[src/rtl/spi_host_burst.sv]
// spi_host_burst: SPI host that moves bursts of DATA_W-bit words with a
// per-burst latched mode, bit order, clock divider and slave select.
module spi_host_burst #(
  parameter int DATA_W = 8,
  parameter int NUM_SS = 4,
  parameter int DIV_W  = 8,
  parameter int LEN_W  = 8,
  localparam int SS_W  = $clog2(NUM_SS) + 1,
  localparam int EW    = $clog2(2 * DATA_W)
) (
  input  logic              clk,
  input  logic              rst,
  input  logic [DIV_W-1:0]  cfg_div,
  input  logic              cfg_cpol,
  input  logic              cfg_cpha,
  input  logic              cfg_lsb_first,
  input  logic [SS_W-1:0]   ss_idx,
  input  logic [LEN_W-1:0]  burst_len,
  input  logic              start,
  input  logic              abort,
  input  logic [DATA_W-1:0] tx_data,
  input  logic              tx_valid,
  output logic              tx_ready,
  output logic [DATA_W-1:0] rx_data,
  output logic              rx_valid,
  input  logic              rx_ready,
  output logic              spi_sclk,
  output logic              spi_mosi,
  input  logic              spi_miso,
  output logic [NUM_SS-1:0] spi_ss_n,
  output logic              busy,
  output logic              done,
  output logic              aborted,
  output logic              err,
  output logic [LEN_W-1:0]  word_count
);
  typedef enum logic [2:0] {IDLE, SETUP, LOAD, SHIFT, STALL, CLEANUP} state_t;
  state_t state_q, state_d;
  logic [DIV_W-1:0] div_q, div_d, cnt_q, cnt_d;
  logic cpol_q, cpol_d, cpha_q, cpha_d, lsb_q, lsb_d;
  logic [SS_W-1:0] ss_q, ss_d;
  logic [LEN_W-1:0] len_q, len_d, wc_q, wc_d;
  logic [EW-1:0] edge_q, edge_d;
  logic [DATA_W-1:0] tsh_q, tsh_d, rsh_q, rsh_d, rxd_q, rxd_d;
  logic mosi_q, mosi_d, sclk_q, sclk_d, rxv_q, rxv_d;
  logic [NUM_SS-1:0] ssn_q, ssn_d;
  logic busy_q, busy_d, done_q, done_d, abt_q, abt_d, err_q, err_d, apend_q, apend_d;
  logic tick, last, lead, deliver;

  always_comb begin
    state_d = state_q;
    div_d = div_q; cpol_d = cpol_q; cpha_d = cpha_q; lsb_d = lsb_q; ss_d = ss_q; len_d = len_q;
    cnt_d = cnt_q; edge_d = edge_q; tsh_d = tsh_q; rsh_d = rsh_q; rxd_d = rxd_q;
    mosi_d = mosi_q; sclk_d = sclk_q; wc_d = wc_q;
    rxv_d = (rxv_q && rx_ready) ? 1'b0 : rxv_q;
    err_d = 1'b0;
    deliver = 1'b0;
    tick = state_q == SHIFT && cnt_q == div_q;
    last = edge_q == EW'(2 * DATA_W - 1);
    lead = ~edge_q[0];
    case (state_q)
      IDLE: if (start) begin
        if (ss_idx < SS_W'(NUM_SS) && burst_len != '0) begin
          div_d = cfg_div; cpol_d = cfg_cpol; cpha_d = cfg_cpha; lsb_d = cfg_lsb_first;
          ss_d = ss_idx; len_d = burst_len; wc_d = '0; state_d = SETUP;
        end else err_d = 1'b1;
      end
      SETUP: state_d = LOAD;
      LOAD: if (tx_valid) begin
        tsh_d = tx_data;
        mosi_d = cfg_lsb_first ? tx_data[0] : tx_data[DATA_W-1];
        mosi_d = lsb_q ? tx_data[0] : tx_data[DATA_W-1];
        cnt_d = '0; edge_d = '0; state_d = SHIFT;
      end
      SHIFT: begin
        cnt_d = tick ? '0 : cnt_q + 1'b1;
        if (tick) begin
          sclk_d = ~sclk_q;
          edge_d = edge_q + 1'b1;
          // sampling edge is leading for CPHA=0, trailing for CPHA=1; the
          // first bit is already on mosi from LOAD so edge 0 never shifts
          if (lead != cpha_q) rsh_d = lsb_q ? {spi_miso, rsh_q[DATA_W-1:1]} : {rsh_q[DATA_W-2:0], spi_miso};
          else if (edge_q != '0 && !last) begin
            tsh_d = lsb_q ? tsh_q >> 1 : tsh_q << 1;
            mosi_d = lsb_q ? tsh_d[0] : tsh_d[DATA_W-1];
          end
          if (last) begin
            if (!rxv_q || rx_ready) deliver = 1'b1;
            else state_d = STALL;
          end
        end
      end
      STALL: deliver = rx_ready;
      CLEANUP: state_d = IDLE;
      default: state_d = IDLE;
    endcase
    if (abort && state_q inside {SETUP, LOAD, SHIFT, STALL} && !(tick && last)) state_d = CLEANUP;
    if (deliver) begin
      rxd_d = rsh_d; rxv_d = 1'b1; wc_d = wc_q + 1'b1;
      state_d = (abort || apend_q || wc_d >= len_q) ? CLEANUP : LOAD;
    end
    apend_d = state_d == IDLE ? 1'b0 : (apend_q || (state_d == STALL && state_q == SHIFT && abort));
    if (!(state_d inside {SHIFT, STALL})) sclk_d = cpol_d;
    ssn_d = (state_d inside {SETUP, LOAD, SHIFT, STALL}) ? ~(NUM_SS'(1) << ss_d) : '1;
    busy_d = state_d != IDLE;
    done_d = state_d == CLEANUP && state_q != CLEANUP;
    abt_d = done_d && (abort || apend_q);
  end

  always_ff @(posedge clk or posedge rst) begin
    if (rst) begin
      state_q <= IDLE;
      div_q <= '0; cpol_q <= 1'b0; cpha_q <= 1'b0; lsb_q <= 1'b0; ss_q <= '0; len_q <= '0;
      cnt_q <= '0; edge_q <= '0; tsh_q <= '0; rsh_q <= '0; rxd_q <= '0;
      mosi_q <= 1'b0; sclk_q <= 1'b0; rxv_q <= 1'b0; wc_q <= '0; ssn_q <= '1;
      busy_q <= 1'b0; done_q <= 1'b0; abt_q <= 1'b0; err_q <= 1'b0; apend_q <= 1'b0;
    end else begin
      state_q <= state_d;
      div_q <= div_d; cpol_q <= cpol_d; cpha_q <= cpha_d; lsb_q <= lsb_d; ss_q <= ss_d; len_q <= len_d;
      cnt_q <= cnt_d; edge_q <= edge_d; tsh_q <= tsh_d; rsh_q <= rsh_d; rxd_q <= rxd_d;
      mosi_q <= mosi_d; sclk_q <= sclk_d; rxv_q <= rxv_d; wc_q <= wc_d; ssn_q <= ssn_d;
      busy_q <= busy_d; done_q <= done_d; abt_q <= abt_d; err_q <= err_d; apend_q <= apend_d;
    end
  end

  assign tx_ready = state_q == LOAD;
  assign rx_data = rxd_q;
  assign rx_valid = rxv_q;
  assign spi_sclk = sclk_q;
  assign spi_mosi = mosi_q;
  assign spi_ss_n = ssn_q;
  assign busy = busy_q;
  assign done = done_q;
  assign aborted = abt_q;
  assign err = err_q;
  assign word_count = wc_q;
endmodule

[config.mk]
export PLATFORM = sky130hd
export DESIGN_NAME = spi_host_burst
export DESIGN_NICKNAME = d
export VERILOG_FILES = /design/src/rtl/spi_host_burst.sv
export SDC_FILE = /design/constraint.sdc
export NUM_CORES = 1
export LEC_CHECK = 0
export ABC_AREA = 0
export CORE_UTILIZATION = 54
export DETAILED_ROUTE_END_ITERATION = 6
export PLACE_DENSITY = 0.8
export SLEW_MARGIN = 40
export SYNTH_ARGS = -nofsm -noshare
export SYNTH_HDL_FRONTEND = slang
export SYNTH_SLANG_ARGS = --single-unit
[constraint.sdc]
create_clock -name clk -period 4.4 [get_ports clk]
set_clock_uncertainty 0.15 [all_clocks]
set_input_delay 1.32 -clock clk [delete_from_list [all_inputs] [get_ports clk]]
set_output_delay 1.32 -clock clk [all_outputs]
set_load 0.05 [all_outputs]
==> metrics.yaml <==
yosysTopAreaCellShare: 0.463
dp.cells: 558
hp-class: "reg -> reg"
setup_viol: 0
tightest_slew_ps: 828
grt_setup_unrepaired: "no"
grt_max_degree: 43
fin_crit_ps: 3530
dieArea_um2: 8060
fp.dieH_um: 89.8
synthCells: 406
drv_slew: 0
synth-edff-count: 0
wire_per_inst_um: 15.2
syn2layout_area_growth_pct: 22.8
synth_area_um2: 4160
drc: 0
rows: 31
worstPathArrival_ps: 2060
die_w_um: 89.8
clkTransAtPathRegs_ps: 80
wl_um: 8740
coreArea_um2: 7330
grt_use_total: 0.222
cts_buffers: 9
powerDensity_nw_per_um2: 586
num_vias: 3207
ios: 65
first_iter_violations: 137
grt_pass1_vias: 3030
yosysWarningCount: 0
final_hold_viol_count: 0
final_common_cell: "dfrtp_1"
synthArstFlopShare: 1.00
synth_area_per_cell_um2: 10.2
ant_nets: 0
portBuffers: 64
grt_first_pass_wirelength_um: 14300
max_clock_freq_mhz: 283
synth_seq_area_share: 0.488
initial_core_util: 0.568
post_cts_buffers: 0
synth_cell_types: 50
clock-root-buffer: "clkbuf_8"
fillers: 559
ys.flop_type: "dfrtp_1"
insertion_delay_ps: 350
hold_buffers: 0
finalNonFillerCells: 574
period_share: 0.802
slew_headroom: 0.447
end_kind: "output pin"
drive_gt1_frac: 0.145
cap_violations: 0
post-place-ws_ps: 684
gp_congestion: 0.845
path_class: "reg -> out"
max-clock-path-buffers: 2
met2_usage: 0.377
dr.pass1.iters: 4
fin_area_um2: 5110
ctsHtreeMaxLevel: 3
cts_num_sinks: 81
power_w: 0.00299
use_met3: 0.0347
grt-busiest-layer: "met2"
post-dp-hpwl_um: 6280
grt-ovfl-total: 0
met1_usage: 0.291
final_cell_mix: "dfrtp_1 (77), nand2_1 (72), clkdlybuf4s50_1 (64)"
power_leakage_nw: 2.35
n_antenna_cell: 0
cts_tree: "built"
nNetsFinal: 519
worst_ep_required_time_ps: 2930
synth_largest_area_cell: "dfrtp_1"
dpl-instance-area_um2: 4910
setup_ws_ps: 870
synthTopCellsByArea: "dfrtp_1 (46%), mux2_2 (8.7%), nand2_1 (6.5%)"
ys_seq_elements: 81
antenna_found_initial: 0
worst_setup_path_start_kind: "register"
critPathMaxFanout: 11
setup_tns_ps: 0
synth_nets: 455
cts-resized-gates: 0
vdd_ir_drop_max_v: 0.000361
outcome: "complete, no violations"
vias_per_cell: 5.59
## Yosys cell counts, drive strengths merged (8+ instances only)
cell	number
dfrtp	77
nand2	72
o21ai	37
mux2	35
nor2	20
inv	14
xor2	13
ha	12
mux2i	12
clkbuf	11
nand3	10
and3	8
## report_power, final
part           switching, W  internal, W
combinational      0.000734     0.000514
clock              0.000283     0.000267
sequential         0.000211     0.000984
## routing by layer
layer  part of all wire  up-vias  wire, µm
li1                   -     1548         -
met5                  0        -         0
met1               0.43     1552      3790
met2               0.50       96      4380
met3              0.052       11       455
met4              0.013        0       116
## layout make-up
class,count,area [µm²],area share
inverters,14,55.1,0.0108
well taps,99,124,0.0242
multi-input cells,294,2000,0.391
clock inverters,7,78.8,0.0154
clock buffers,9,124,0.0242
repair buffers,70,698,0.137
flip-flops and latches,81,2030,0.398
## critical path, cell delays in order (launching register included)
cell and delay [ps]:
dfrtp_1 510, nor3b_1 330, clkdlybuf4s50_1 870
## worst paths after layout
kind,start,end,slack (ps),cells past startpoint
worst max-delay path,state_q[2]$_DFF_PP0_,tx_ready,870,2
worst min register to register,cpol_q$_DFF_PP0_,cpol_q$_DFF_PP0_,330,2
min in group asynchronous,rst,aborted$_DFF_PP0_,1200,2
worst min-delay path,cpol_q$_DFF_PP0_,cpol_q$_DFF_PP0_,330,2
worst max register to register,cnt_q[3]$_DFFE_PP0P_,spi_mosi$_DFFE_PP0P_,1380,5
max in group asynchronous,rst,spi_ss_n[3]$_DFF_PP1_,2270,3
## registers in the layout (all words and copies together), names as in the netlist, 3 cells and up
signal	flops
cnt_q	8
state_q	3
tsh_q	8
edge_q	4
div_q	8
word_count	8
len_q	8
spi_ss_n	4
ss_q	3
rsh_q	8
rx_data	8
## cells by family after synthesis
family          Yosys count  share of synthesized area
mux                      48                      0.130
fa+ha+maj                12                     0.0361
buf+inv                  31                     0.0328
compound gates           76                      0.117
simple gates            140                      0.158
xor+xnor                 18                     0.0379
flops                    81                      0.488
## metrics by stage
stage	hold WS, ps	utilization
after CTS	338	0.697
after detailed placement	317	0.669
after global placement	307	0.668
final	335	0.697
after global routing	347	0.697
after floorplan	287	-
(Power assumes the default switching activity.)
